===== src/rtl/axi4_pkg.sv =====
// Shared AXI4 types for the test system: burst encodings, response codes,
// the read-master state set and the response-merge helper.
package axi4_pkg;

  typedef enum logic [1:0] {
    BURST_FIXED = 2'b00,
    BURST_INCR  = 2'b01,
    BURST_WRAP  = 2'b10
  } burst_t;

  localparam logic [1:0] RESP_OKAY   = 2'b00;
  localparam logic [1:0] RESP_EXOKAY = 2'b01;
  localparam logic [1:0] RESP_SLVERR = 2'b10;
  localparam logic [1:0] RESP_DECERR = 2'b11;

  typedef enum logic [2:0] {
    RD_IDLE,
    RD_ADDR,
    RD_DATA,
    RD_DRAIN,
    RD_DONE
  } rd_mst_state_t;

  // The encodings are already ordered by severity, so the worst is the larger.
  function automatic logic [1:0] resp_worst(input logic [1:0] a, input logic [1:0] b);
    return (a > b) ? a : b;
  endfunction

endpackage


===== src/rtl/axi4_skid_fifo.sv =====
// Small registered-output FIFO that absorbs beats while rready turns around.
// Flush empties it in one cycle; contents are not cleared on flush.
module axi4_skid_fifo #(
  parameter int WIDTH = 33,
  parameter int DEPTH = 2
) (
  input  logic             clk,
  input  logic             rst,
  input  logic             flush,
  input  logic             in_valid,
  output logic             in_ready,
  input  logic [WIDTH-1:0] in_data,
  output logic             out_valid,
  input  logic             out_ready,
  output logic [WIDTH-1:0] out_data,
  output logic             full,
  output logic             empty
);

  localparam int PW = (DEPTH > 1) ? $clog2(DEPTH) : 1;
  localparam int CW = $clog2(DEPTH + 1);

  logic [WIDTH-1:0] mem [DEPTH];
  logic [PW-1:0]    wr_ptr, rd_ptr;
  logic [CW-1:0]    count;
  logic             push, pop;

  function automatic logic [PW-1:0] ptr_next(input logic [PW-1:0] p);
    return (p == PW'(DEPTH - 1)) ? '0 : p + PW'(1);
  endfunction

  assign full      = (count == CW'(DEPTH));
  assign empty     = (count == '0);
  assign in_ready  = !full;
  assign out_valid = !empty;
  assign out_data  = mem[rd_ptr];
  assign push      = in_valid && in_ready;
  assign pop       = out_valid && out_ready;

  always_ff @(posedge clk) begin
    if (rst) begin
      wr_ptr <= '0;
      rd_ptr <= '0;
      count  <= '0;
      for (int i = 0; i < DEPTH; i++) mem[i] <= '0;
    end else if (flush) begin
      wr_ptr <= '0;
      rd_ptr <= '0;
      count  <= '0;
    end else begin
      if (push) begin
        mem[wr_ptr] <= in_data;
        wr_ptr      <= ptr_next(wr_ptr);
      end
      if (pop) rd_ptr <= ptr_next(rd_ptr);
      if (push && !pop)      count <= count + CW'(1);
      else if (pop && !push) count <= count - CW'(1);
    end
  end

endmodule


===== src/rtl/axi4_master_read_engine.sv =====
// AXI4 read master: one outstanding burst, R beats buffered to the client,
// ID/RLAST/beat-count checking, worst-case RRESP merge and stall timeout.
module axi4_master_read_engine
  import axi4_pkg::*;
#(
  parameter int DATA_WIDTH     = 32,
  parameter int ADDR_WIDTH     = 32,
  parameter int ID_WIDTH       = 4,
  parameter int TIMEOUT_CYCLES = 256
) (
  input  logic                  clk,
  input  logic                  rst,
  input  logic                  cmd_valid,
  output logic                  cmd_ready,
  input  logic [ADDR_WIDTH-1:0] cmd_addr,
  input  logic [ID_WIDTH-1:0]   cmd_id,
  input  logic [7:0]            cmd_len,
  input  logic [2:0]            cmd_size,
  input  logic [1:0]            cmd_burst,
  output logic                  arvalid,
  input  logic                  arready,
  output logic [ADDR_WIDTH-1:0] araddr,
  output logic [ID_WIDTH-1:0]   arid,
  output logic [7:0]            arlen,
  output logic [2:0]            arsize,
  output logic [1:0]            arburst,
  input  logic                  rvalid,
  output logic                  rready,
  input  logic [DATA_WIDTH-1:0] rdata,
  input  logic [ID_WIDTH-1:0]   rid,
  input  logic [1:0]            rresp,
  input  logic                  rlast,
  output logic                  usr_valid,
  input  logic                  usr_ready,
  output logic [DATA_WIDTH-1:0] usr_data,
  output logic                  usr_last,
  output logic                  done,
  output logic [1:0]            done_resp,
  output logic                  err_id,
  output logic                  err_last,
  output logic                  err_timeout
);

  localparam int SW = $clog2(TIMEOUT_CYCLES + 1);

  rd_mst_state_t         state_q, state_d;
  logic [ADDR_WIDTH-1:0] araddr_q;
  logic [ID_WIDTH-1:0]   arid_q;
  logic [7:0]            arlen_q;
  logic [2:0]            arsize_q;
  burst_t                arburst_q;
  logic [7:0]            beat_cnt;
  logic [SW-1:0]         stall_cnt;
  logic [1:0]            resp_q;

  logic cmd_fire, ar_fire, r_fire, last_beat, stall, timeout;
  logic fifo_in_ready, fifo_full, fifo_empty;
  logic [DATA_WIDTH:0] fifo_out;

  assign cmd_ready = (state_q == RD_IDLE);
  assign arvalid   = (state_q == RD_ADDR);
  assign rready    = (state_q == RD_DATA) && fifo_in_ready;
  assign cmd_fire  = cmd_ready && cmd_valid;
  assign ar_fire   = arvalid && arready;
  assign r_fire    = rvalid && rready;
  assign last_beat = (beat_cnt == arlen_q);
  // A full FIFO is back-pressure from the client, not a slave stall.
  assign stall     = (arvalid && !arready) ||
                     ((state_q == RD_DATA) && !rvalid && !fifo_full);
  assign timeout   = stall && (stall_cnt == SW'(TIMEOUT_CYCLES - 1));

  assign araddr    = araddr_q;
  assign arid      = arid_q;
  assign arlen     = arlen_q;
  assign arsize    = arsize_q;
  assign arburst   = arburst_q;
  assign usr_data  = fifo_out[DATA_WIDTH-1:0];
  assign usr_last  = fifo_out[DATA_WIDTH];
  assign done      = (state_q == RD_DONE);
  assign done_resp = done ? resp_q : 2'b00;

  axi4_skid_fifo #(.WIDTH(DATA_WIDTH + 1), .DEPTH(2)) u_fifo (
    .clk       (clk),
    .rst       (rst),
    .flush     (timeout),
    .in_valid  (r_fire),
    .in_ready  (fifo_in_ready),
    .in_data   ({last_beat, rdata}),
    .out_valid (usr_valid),
    .out_ready (usr_ready),
    .out_data  (fifo_out),
    .full      (fifo_full),
    .empty     (fifo_empty)
  );

  always_comb begin
    state_d = state_q;
    case (state_q)
      RD_IDLE:  if (cmd_fire) state_d = RD_ADDR;
      RD_ADDR:  if (timeout) state_d = RD_DONE;
                else if (ar_fire) state_d = RD_DATA;
      RD_DATA:  if (timeout) state_d = RD_DONE;
                else if (r_fire && last_beat) state_d = RD_DRAIN;
      RD_DRAIN: if (fifo_empty) state_d = RD_DONE;
      RD_DONE:  state_d = RD_IDLE;
      default:  state_d = RD_IDLE;
    endcase
  end

  always_ff @(posedge clk) begin
    if (rst) begin
      state_q     <= RD_IDLE;
      araddr_q    <= '0;
      arid_q      <= '0;
      arlen_q     <= '0;
      arsize_q    <= '0;
      arburst_q   <= BURST_FIXED;
      beat_cnt    <= '0;
      stall_cnt   <= '0;
      resp_q      <= RESP_OKAY;
      err_id      <= 1'b0;
      err_last    <= 1'b0;
      err_timeout <= 1'b0;
    end else begin
      state_q <= state_d;
      if (ar_fire || r_fire) stall_cnt <= '0;
      else if (stall)        stall_cnt <= stall_cnt + SW'(1);
      if (cmd_fire) begin
        araddr_q    <= cmd_addr;
        arid_q      <= cmd_id;
        arlen_q     <= cmd_len;
        arsize_q    <= cmd_size;
        arburst_q   <= burst_t'(cmd_burst);
        beat_cnt    <= '0;
        stall_cnt   <= '0;
        resp_q      <= RESP_OKAY;
        err_id      <= 1'b0;
        err_last    <= 1'b0;
        err_timeout <= 1'b0;
      end
      if (r_fire) begin
        beat_cnt <= beat_cnt + 8'd1;
        resp_q   <= resp_worst(resp_q, rresp);
        if (rid != arid_q)      err_id   <= 1'b1;
        if (rlast != last_beat) err_last <= 1'b1;
      end
      if (timeout) begin
        err_timeout <= 1'b1;
        resp_q      <= RESP_SLVERR;
      end
    end
  end

endmodule


===== config.mk =====
export PLATFORM = sky130hd
export DESIGN_NAME = axi4_master_read_engine
export DESIGN_NICKNAME = d
export VERILOG_FILES = /design/src/rtl/axi4_pkg.sv /design/src/rtl/axi4_skid_fifo.sv /design/src/rtl/axi4_master_read_engine.sv
export SDC_FILE = /design/constraint.sdc
export NUM_CORES = 1
export LEC_CHECK = 0
export CAP_MARGIN = 20
export CORE_MARGIN = 2
export CORE_UTILIZATION = 42
export CTS_CLUSTER_SIZE = 16
export DETAILED_ROUTE_END_ITERATION = 10
export GPL_ROUTABILITY_DRIVEN = 0
export MAX_ROUTING_LAYER = met4
export PLACE_DENSITY = 0.82
export SLEW_MARGIN = 20
export SYNTH_ARGS = -nofsm -noshare
export SYNTH_HDL_FRONTEND = slang
export SYNTH_HIERARCHICAL = 1
export SYNTH_SLANG_ARGS = --single-unit

===== constraint.sdc =====
create_clock -name clk -period 2.5 [get_ports clk]
set_input_delay 0.25 -clock clk [delete_from_list [all_inputs] [get_ports clk]]
set_output_delay 0.25 -clock clk [all_outputs]
set_load 0.05 [all_outputs]

-- Word level (Yosys, flattened, before mapping)
Memories as Yosys holds them, arrays and structs flattened. A register that Yosys moved wholly into a read port is not among the register bits.
Index checks and enable logic that the tools add are counted.
- logic and storage cells: 109
- input bits: 94
- output and inout bits: 92
- memory bits (writable): 66
- memories: 1
- register bits: 78
- memories (name ; depth ; width ; read ports ; clocked after memory_dff ; wr ports ; RTL line ; text):
    u_fifo.mem ; 2 ; 33 ; 1 ; 1 ; 2 ; axi4_skid_fifo.sv:23 ; logic [WIDTH-1:0] mem [DEPTH];
- multiplexer cells: 37
- reductions and logical operators: 33
- $add $sub $neg: 6
- magnitude comparators: 1
- equal/unequal tests: 15
- operators with widths (kind ; number):
    two-way mux 33 bit ; 1
    OR reduction 33 bit ; 1
    two-way mux 1 bit ; 20
    two-way mux 3 bit ; 6
    two-way mux 8 bit ; 2
    two-way mux 2 bit ; 7
    logical AND 1 bit ; 13
    case mux 3 bit (4 select lines) ; 1
    adder 9 x 1 -> 9 bit, second input constant ; 1
    == test 9 x 8 -> 1 bit, second input constant ; 1
    adder 8 x 1 -> 8 bit, second input constant ; 1
    == test 8 bit ; 1
    == test 3 x 2 -> 1 bit, second input constant ; 2
    zero test 1 bit ; 6
    nonzero test 2 bit ; 3
    != test 2 x 1 -> 1 bit, second input constant ; 2
    != test 4 bit ; 1
    AND reduction 2 bit ; 2
    AND reduction 4 bit ; 1
    == test 3 x 1 -> 1 bit, second input constant ; 1
    == test 3 bit, second input constant ; 1
    zero test 3 bit ; 1
    != test 3 x 1 -> 1 bit, second input constant ; 1
    != test 3 x 2 -> 1 bit, second input constant ; 1
    13 further kinds ; 15

-- Logic depth before layout (Yosys ltp)
Gate-level depths: netlist (run 1).
- depth in word-level cells: 11
- mapped depth: 11
- mapped depth without buffers: 10

-- Modules after synthesis
Netlist (run 1), hierarchy kept.
- by module, submodules not included (module ; times used ; cells each ; area an instance (µm²)):
    axi4_skid_fifo ; 1 ; 207 ; 3140.5
    axi4_master_read_engine ; 1 ; 384 ; 3076.7

-- Worst setup path after synthesis (run 1)
Ideal clock, no wire load.
- path type: reg-to-reg
- from: register u_fifo.count[0]
- to: memory u_fifo.mem[0][0] (enable)
- arrival: 2.667 ns
- buffers on the path: 1
- stages on the path, launching flop included: 9
- path slack: -0.542 ns
- path through: dfxtp_1 or2b_2 and4bb_2 nand2_1 inv_2 clkbuf_1 inv_1 nor4_4 or2_2
- RTL lines (what ; RTL line ; text):
    start: declaration ; axi4_skid_fifo.sv:25 ; logic [CW-1:0] count;
    start signal: assignment ; axi4_skid_fifo.sv:56 ; if (push && !pop) count <= count + CW'(1);
    start signal: assignment ; axi4_skid_fifo.sv:57 ; else if (pop && !push) count <= count - CW'(1);
    end: declaration ; axi4_skid_fifo.sv:23 ;

-- Worst setup path in the final report (run 1)
- from: register state_q[0]
- to: output port rready
- cells in the longest elaborated chain, start to end: 2
- RTL lines (what ; RTL line ; text):
    start: declaration ; axi4_master_read_engine.sv:46 ; rd_mst_state_t state_q, state_d;
    start signal: assignment ; axi4_master_read_engine.sv:125 ; state_q <= state_d;
    == test 3 x 2 -> 1 bit ; axi4_master_read_engine.sv:62 ; assign rready = (state_q == RD_DATA) && fifo_in_ready;
    logical AND 1 bit ; axi4_master_read_engine.sv:62 ;
    end: declaration ; axi4_master_read_engine.sv:28 ; output logic rready,
Every way passes these cells.

==> out/qor.yml, run 1 <==
status:
  status: "completed"
global_route:
  grt_use_total_pct: 20.1
  grt_pass1_wl_um: 24300
  grt_pass1_vias: 5064
  overflow: 0
  grt_max_degree: 60
  antenna_found_initial: 0
worst_setup_path:
  crit_type: "flop to primary output"
  cp_slowest_cell: "clkdlybuf4s50_1"
  crit_arrival_ns: 2.10
  required_ns: 2.25
  worst_setup_path_end_kind: "primary output"
  worstSetupStartpoint: "state_q[0]$_SDFFE_PP0P_"
  cp_max_fo: 12
  crit_path_cell_trace: "buf_4 -> and4bb_4 -> clkdlybuf4s50_1"
  reg2reg_from: "u_fifo/count[1]$_SDFFE_PP0P_"
  reg2reg_to: "u_fifo/mem[0][24]$_SDFFCE_PN0P_"
  cp-endpoint: "rready"
  max_stage_delay_ns: 0.85
  cp-start-kind: "flop"
  reg2reg_slack_ns: 0.18
  rr_worst_depth: 10
floorplan:
  initial_core_util_pct: 42.9
  die_area_um2: 15800
  fp.coreArea_um2: 14500
  io_pins: 186
  die_y_um: 126
  rows: 44
  die_w_um: 126
yosys:
  synthTopCellsByCount: "nand2_1 (113), dfxtp_1 (79), and2_1 (69)"
  ys_seq_area_share_pct: 57.3
  synth_top_area_cell: "edfxtp_1"
  ys_ff_latch: 145
  yosys_warnings: 6
  avgSynthCellArea_um2: 10.5
  ys_top_cells_by_area: "edfxtp_1 (32%), dfxtp_1 (25%), and2_1 (6.9%), nand2_1 (6.8%), mux2_2 (6.2%)"
  yosysMostFrequentCell: "nand2_1"
  synth-async-reset-ratio_pct: 0
  synth_top_flop_cell: "dfxtp_1"
  synth_edf_count: 66
  synth_cell_type_count: 46
  netlist_instances: 591
  syn-num-nets: 691
  netlist_area_um2: 6220
  yosys.area.top_type_share_pct: 31.9
sta:
  fin_ws_ns: 0.148
  period_minus_slack_ns: 2.35
  timing.hold.ws_ns: 0.184
  slew_violations: 0
  hold_viol_final: 0
  fin_skew_ns: 0.00720
  max_freq_mhz: 425
  period_share_pct: 94.1
  slew_headroom_pct: 56.8
  tightestPinTransition_ns: 0.648
  setup_viol: 0
  rsz0062_at_grt: "false"
layout:
  layout-area-overhead-vs-synth_pct: 49.9
  fin_nets: 886
  fillers: 1136
  finalCoreUtilization_pct: 64.4
  layout.cells.non_filler: 983
  final_layout_size_suffix_gt1_share_pct: 18.3
  antenna_cells: 0
placement:
  dp_hpwl_um: 10300
  dp_cells: 949
  dp_slack_ns: -0.0705
  portBuffers: 185
drt:
  top_layer_used: "met4"
  drc: 0
  final_antenna_net_count: 0
  vias: 4849
  wl_met1_um: 6410
  drt-pass1-iter-count: 4
  drtIter0Drc: 269
  wl_met3_um: 986
  routedWlPerCell_um: 15.4
  via_per_inst: 4.93
  totalWireLength_um: 15100
  met2_length_um: 7480
clock_tree:
  cts_buffers: 17
  cts_max_level: 4
  path_clk_slew_ns: 0.06
  clock-sinks: 145
  root_buffer: "clkbuf_16"
  clock_path_buffers: 2
  cts_tree: "yes"
  clkLatencyLatePin_ns: 0.42
worst_hold_path:
  hold_path_class: "primary input to flop"
run:
  max_cap_violations: 0
pwr:
  power_density_nw_per_um2: 968
  ir_worst_vdd_uv: 490
  cellLeakagePower_nw: 3.53
==> worst min-delay path by stage <==
stage,startpoint,to,slack [ns],cells after the start
5_1_grt,rst,araddr[23]$_SDFFE_PP0P_,0.20,2
3_3_place_gp,araddr[5]$_SDFFE_PP0P_,araddr[5]$_SDFFE_PP0P_,0.44,2
4_1_cts,rst,araddr[14]$_SDFFE_PP0P_,0.12,2
2_1_floorplan,cmd_addr[0],araddr[0]$_SDFFE_PP0P_,0.39,2
6_report,rst,araddr[14]$_SDFFE_PP0P_,0.18,2
3_5_place_dp,araddr[19]$_SDFFE_PP0P_,araddr[19]$_SDFFE_PP0P_,0.45,2
==> layout make-up <==
class / count / area, µm² / share of cell area (%)
timing repair buffer: 208 / 2350 / 25.2
inverter: 10 / 42.5 / 0.456
clock inverter: 14 / 214 / 2.30
sequential: 145 / 3570 / 38.3
multi-input combinational: 404 / 2490 / 26.7
clock buffer: 18 / 429 / 4.60
tap: 184 / 230 / 2.47
==> layout by cell type, fill, tap and decap left out, drive strengths merged, types with 2 or more instances in the layout <==
cell / instances
buf: 57
and2: 69
nor4: 3
and3: 4
clkbuf: 18
xor2: 11
nor2: 29
ha: 6
clkinvlp: 4
nand2: 113
clkinv: 5
clkdlybuf4s50: 151
a2111oi: 2
nand2b: 2
mux2i: 3
edfxtp: 66
nor3: 4
a21oi: 60
inv: 10
bufinv: 5
xnor2: 15
o21ai: 9
dfxtp: 79
mux2: 34
a221oi: 2
or3: 5
nor2b: 2
or2: 6
a211oi: 2
nand4: 6
nand3: 4
==> registers in the layout, indices dropped and copies added, names as in the netlist, named ones only <==
name / cells
araddr: 32
arburst: 2
arid: 4
arlen: 8
arsize: 3
beat_cnt: 8
err_id: 1
err_last: 1
err_timeout: 1
resp_q: 2
stall_cnt: 9
state_q: 3
u_fifo/count: 2
u_fifo/mem: 66
u_fifo/rd_ptr: 1
u_fifo/wr_ptr: 1
==> cell families (layout without fill, tap and decap cells) <==
kind of cell | count (synthesis) | in the layout | synth area share, %
flip-flops | 145 | 145 | 57.3
XOR/XNOR | 26 | 26 | 3.66
multiplexers | 37 | 37 | 6.64
buffers and inverters | 44 | 250 | 3.50
AO/OA/AOI/OAI | 83 | 83 | 7.59
adder cells (fa/ha/maj) | 6 | 6 | 1.21
AND/OR/NAND/NOR | 250 | 252 | 20.1
==> what timing repair did <==
| action | CTS | global route |
|---|---|---|
| gates resized for setup | 0 | 3 |
| buffers inserted | 0 | 0 |
| hold buffers | 0 | 0 |
| endpoints found under the setup margin | 0 | 95 |
==> per-layer routing <==
layer | track usage (%) | up-vias
met5 | - | -
met2 | 33.2 | 171
met4 | 7.84 | 0
li1 | - | 2404
met1 | 23.7 | 2255
met3 | 5.01 | 19
==> report_power, final <==
group / internal [mW] / leakage, nW / switching [mW] / total [mW]
registers: 2.73 / 1.33 / 0.130 / 2.86
logic: 1.44 / 1.90 / 1.99 / 3.43
clock network: 1.77 / 0.302 / 0.962 / 2.73
total: 5.94 / 3.53 / 3.08 / 9.02
==> stage by stage <==
| stage | power (mW) | setup TNS, ns | cell area (µm²) |
|---|---|---|---|
| 2_1_floorplan | 4.94 | -1.37 | 6260 |
| 3_3_place_gp | 6.31 | -0.453 | 8660 |
| 3_5_place_dp | 6.35 | -3.59 | 8660 |
| 4_1_cts | 9.09 | 0 | 9300 |
| 5_1_grt | 9.40 | 0 | 9320 |
| 6_report | 9.02 | 0 | 9320 |
==> worst max-delay path, delay by kind of cell, from the launching register on <==
kind	cells	cell delay, ns
buf+inv	2	1.03
flops	1	0.32
simple gates	1	0.34
(Power assumes the default switching activity.)
==> run 2, diff against run 1 <==
Settings changed: CORE_UTILIZATION 42 to 43, PLACE_DENSITY 0.82 to 0.84.
==> run 2 against run 1 <==
Critical path depth shrank 1. Sequential power about the same. Die area fell by 2.2%. Fmax is 0.37% lower. First-iteration DRC count increased by 24%. Global-route usage is 0.11 points higher. Routed wire length down 1.2%. Cell count fell by 0.92%. Combinational power is essentially flat. Clock power shrank 12%. Sequential share of layout area up 0.44 points. Critical path type unchanged. Critical endpoint unchanged. Largest power group unchanged.
==> out/qor.yml, run 2 (synthesis results as in run 1) <==
drt:
  vias: 4846
  drc: 0
  final_antenna_net_count: 0
  routedWlPerCell_um: 15.4
  via_per_inst: 4.98
  drtIter0Drc: 333
  drt-pass1-iter-count: 4
  totalWireLength_um: 15000
sta:
  slew_headroom_pct: 49.5
  tightestPinTransition_ns: 0.758
  hold_viol_final: 0
  rsz0062_at_grt: "false"
  slew_violations: 0
  period_minus_slack_ns: 2.36
  period_share_pct: 94.4
  fin_skew_ns: 0.00919
  max_freq_mhz: 424
  timing.hold.ws_ns: 0.291
  fin_ws_ns: 0.140
  setup_viol: 0
global_route:
  grt_pass1_wl_um: 24100
  grtUsageMet3_pct: 6.37
  use_met1_pct: 24.2
  busiest_layer: "met2"
  grt_use_total_pct: 20.2
  use_met2_pct: 31.9
  overflow: 0
  antenna_found_initial: 0
  grt_pass1_vias: 4828
  grt_max_degree: 65
clock_tree:
  cts_max_level: 4
  cts_setup_buffers: 0
  cts_buffers: 17
  path_clk_slew_ns: 0.07
  cts_tree: "yes"
  root_buffer: "clkbuf_16"
  clkLatencyLatePin_ns: 0.42
  clock-sinks: 145
  clock_path_buffers: 2
  cts_hold_buf: 0
worst_setup_path:
  crit_arrival_ns: 2.11
  crit_type: "flop to primary output"
  worst_setup_path_end_kind: "primary output"
  cp_max_fo: 12
  required_ns: 2.25
  cp-start-kind: "flop"
placement:
  portBuffers: 185
  dp_hpwl_um: 9970
  dp_slack_ns: -0.0484
layout:
  top_register: "u_fifo/mem"
  layout_commonest_cell: "clkdlybuf4s50_1"
  fillers: 1056
  layout.cells.most_common_list: "clkdlybuf4s50_1 (151), nand2_1 (110), dfxtp_1 (77), and2_1 (68), edfxtp_1 (66)"
  largest_reg_flops: 66
  fin_nets: 881
  antenna_cells: 0
  layout-area-overhead-vs-synth_pct: 48.2
  final_layout_size_suffix_gt1_share_pct: 17.9
floorplan:
  rows: 43
  initial_core_util_pct: 44.4
  die_area_um2: 15400
  die_y_um: 124
  die_w_um: 124
  fp.coreArea_um2: 14000
  io_pins: 186
pwr:
  cellLeakagePower_nw: 3.48
  power_mw: 8.69
  power_density_nw_per_um2: 943
  ir_worst_vdd_uv: 533
status:
  status: "completed"
run:
  max_cap_violations: 0
worst_hold_path:
  hold_path_class: "primary input to flop"
==> run 2: final timing paths <==
check	start	to	slack [ns]	depth (start not counted)
worst max-delay path	state_q[2]$_SDFFE_PP0P_	rready	0.14	2
worst min-delay path	rst	u_fifo/count[1]$_SDFFE_PP0P_	0.29	4
worst max register to register	u_fifo/count[1]$_SDFFE_PP0P_	u_fifo/mem[0][19]$_SDFFCE_PN0P_	0.18	10
worst min register to register	araddr[28]$_SDFFE_PP0P_	araddr[28]$_SDFFE_PP0P_	0.45	2
==> run 2: metrics by stage <==
stage,TNS [ns],instances,utilization [%],area [µm²]
5_1_grt,0,974,65.9,9210
4_1_cts,0,972,65.7,9190
2_1_floorplan,-1.37,591,-,6260
6_report,0,974,65.9,9210
3_3_place_gp,-0.553,940,61.7,8630
3_5_place_dp,-2.30,940,61.7,8630
==> run 2: power by group <==
| part | total (mW) | switching, mW | internal (mW) |
|---|---|---|---|
| sequential | 2.86 | 0.130 | 2.73 |
| combinational | 3.42 | 1.98 | 1.44 |
| clock | 2.41 | 1.09 | 1.32 |
| total | 8.69 | 3.20 | 5.49 |
==> run 2: critical path, cell delays in order, from the launching register on <==
cell and delay (ns):
dfxtp_1 0.43, and4bb_4 0.43, clkdlybuf4s50_1 0.83
==> run 2: cell type report <==
class	count	area, µm²	share of cell area (%)
repair buffers	203	2320	25.2
multi-input cells	404	2490	27.0
inverters	10	42.5	0.462
clock buffers	17	425	4.62
clock inverters	15	141	1.53
flip-flops and latches	145	3570	38.7
well taps	180	225	2.44
==> run 2: metal layers <==
| metal | share of wire (%) | up-vias |
|---|---|---|
| li1 | - | 2397 |
| met4 | 2.1 | 0 |
| met3 | 6.3 | 22 |
| met1 | 44 | 2263 |
| met5 | 0 | - |
| met2 | 48 | 164 |
==> run 2: repair_timing <==
item / in CTS / in global routing
endpoints found under the hold margin: 0 / 0
resized for setup: 0 / 3
setup endpoints to repair: 0 / 72
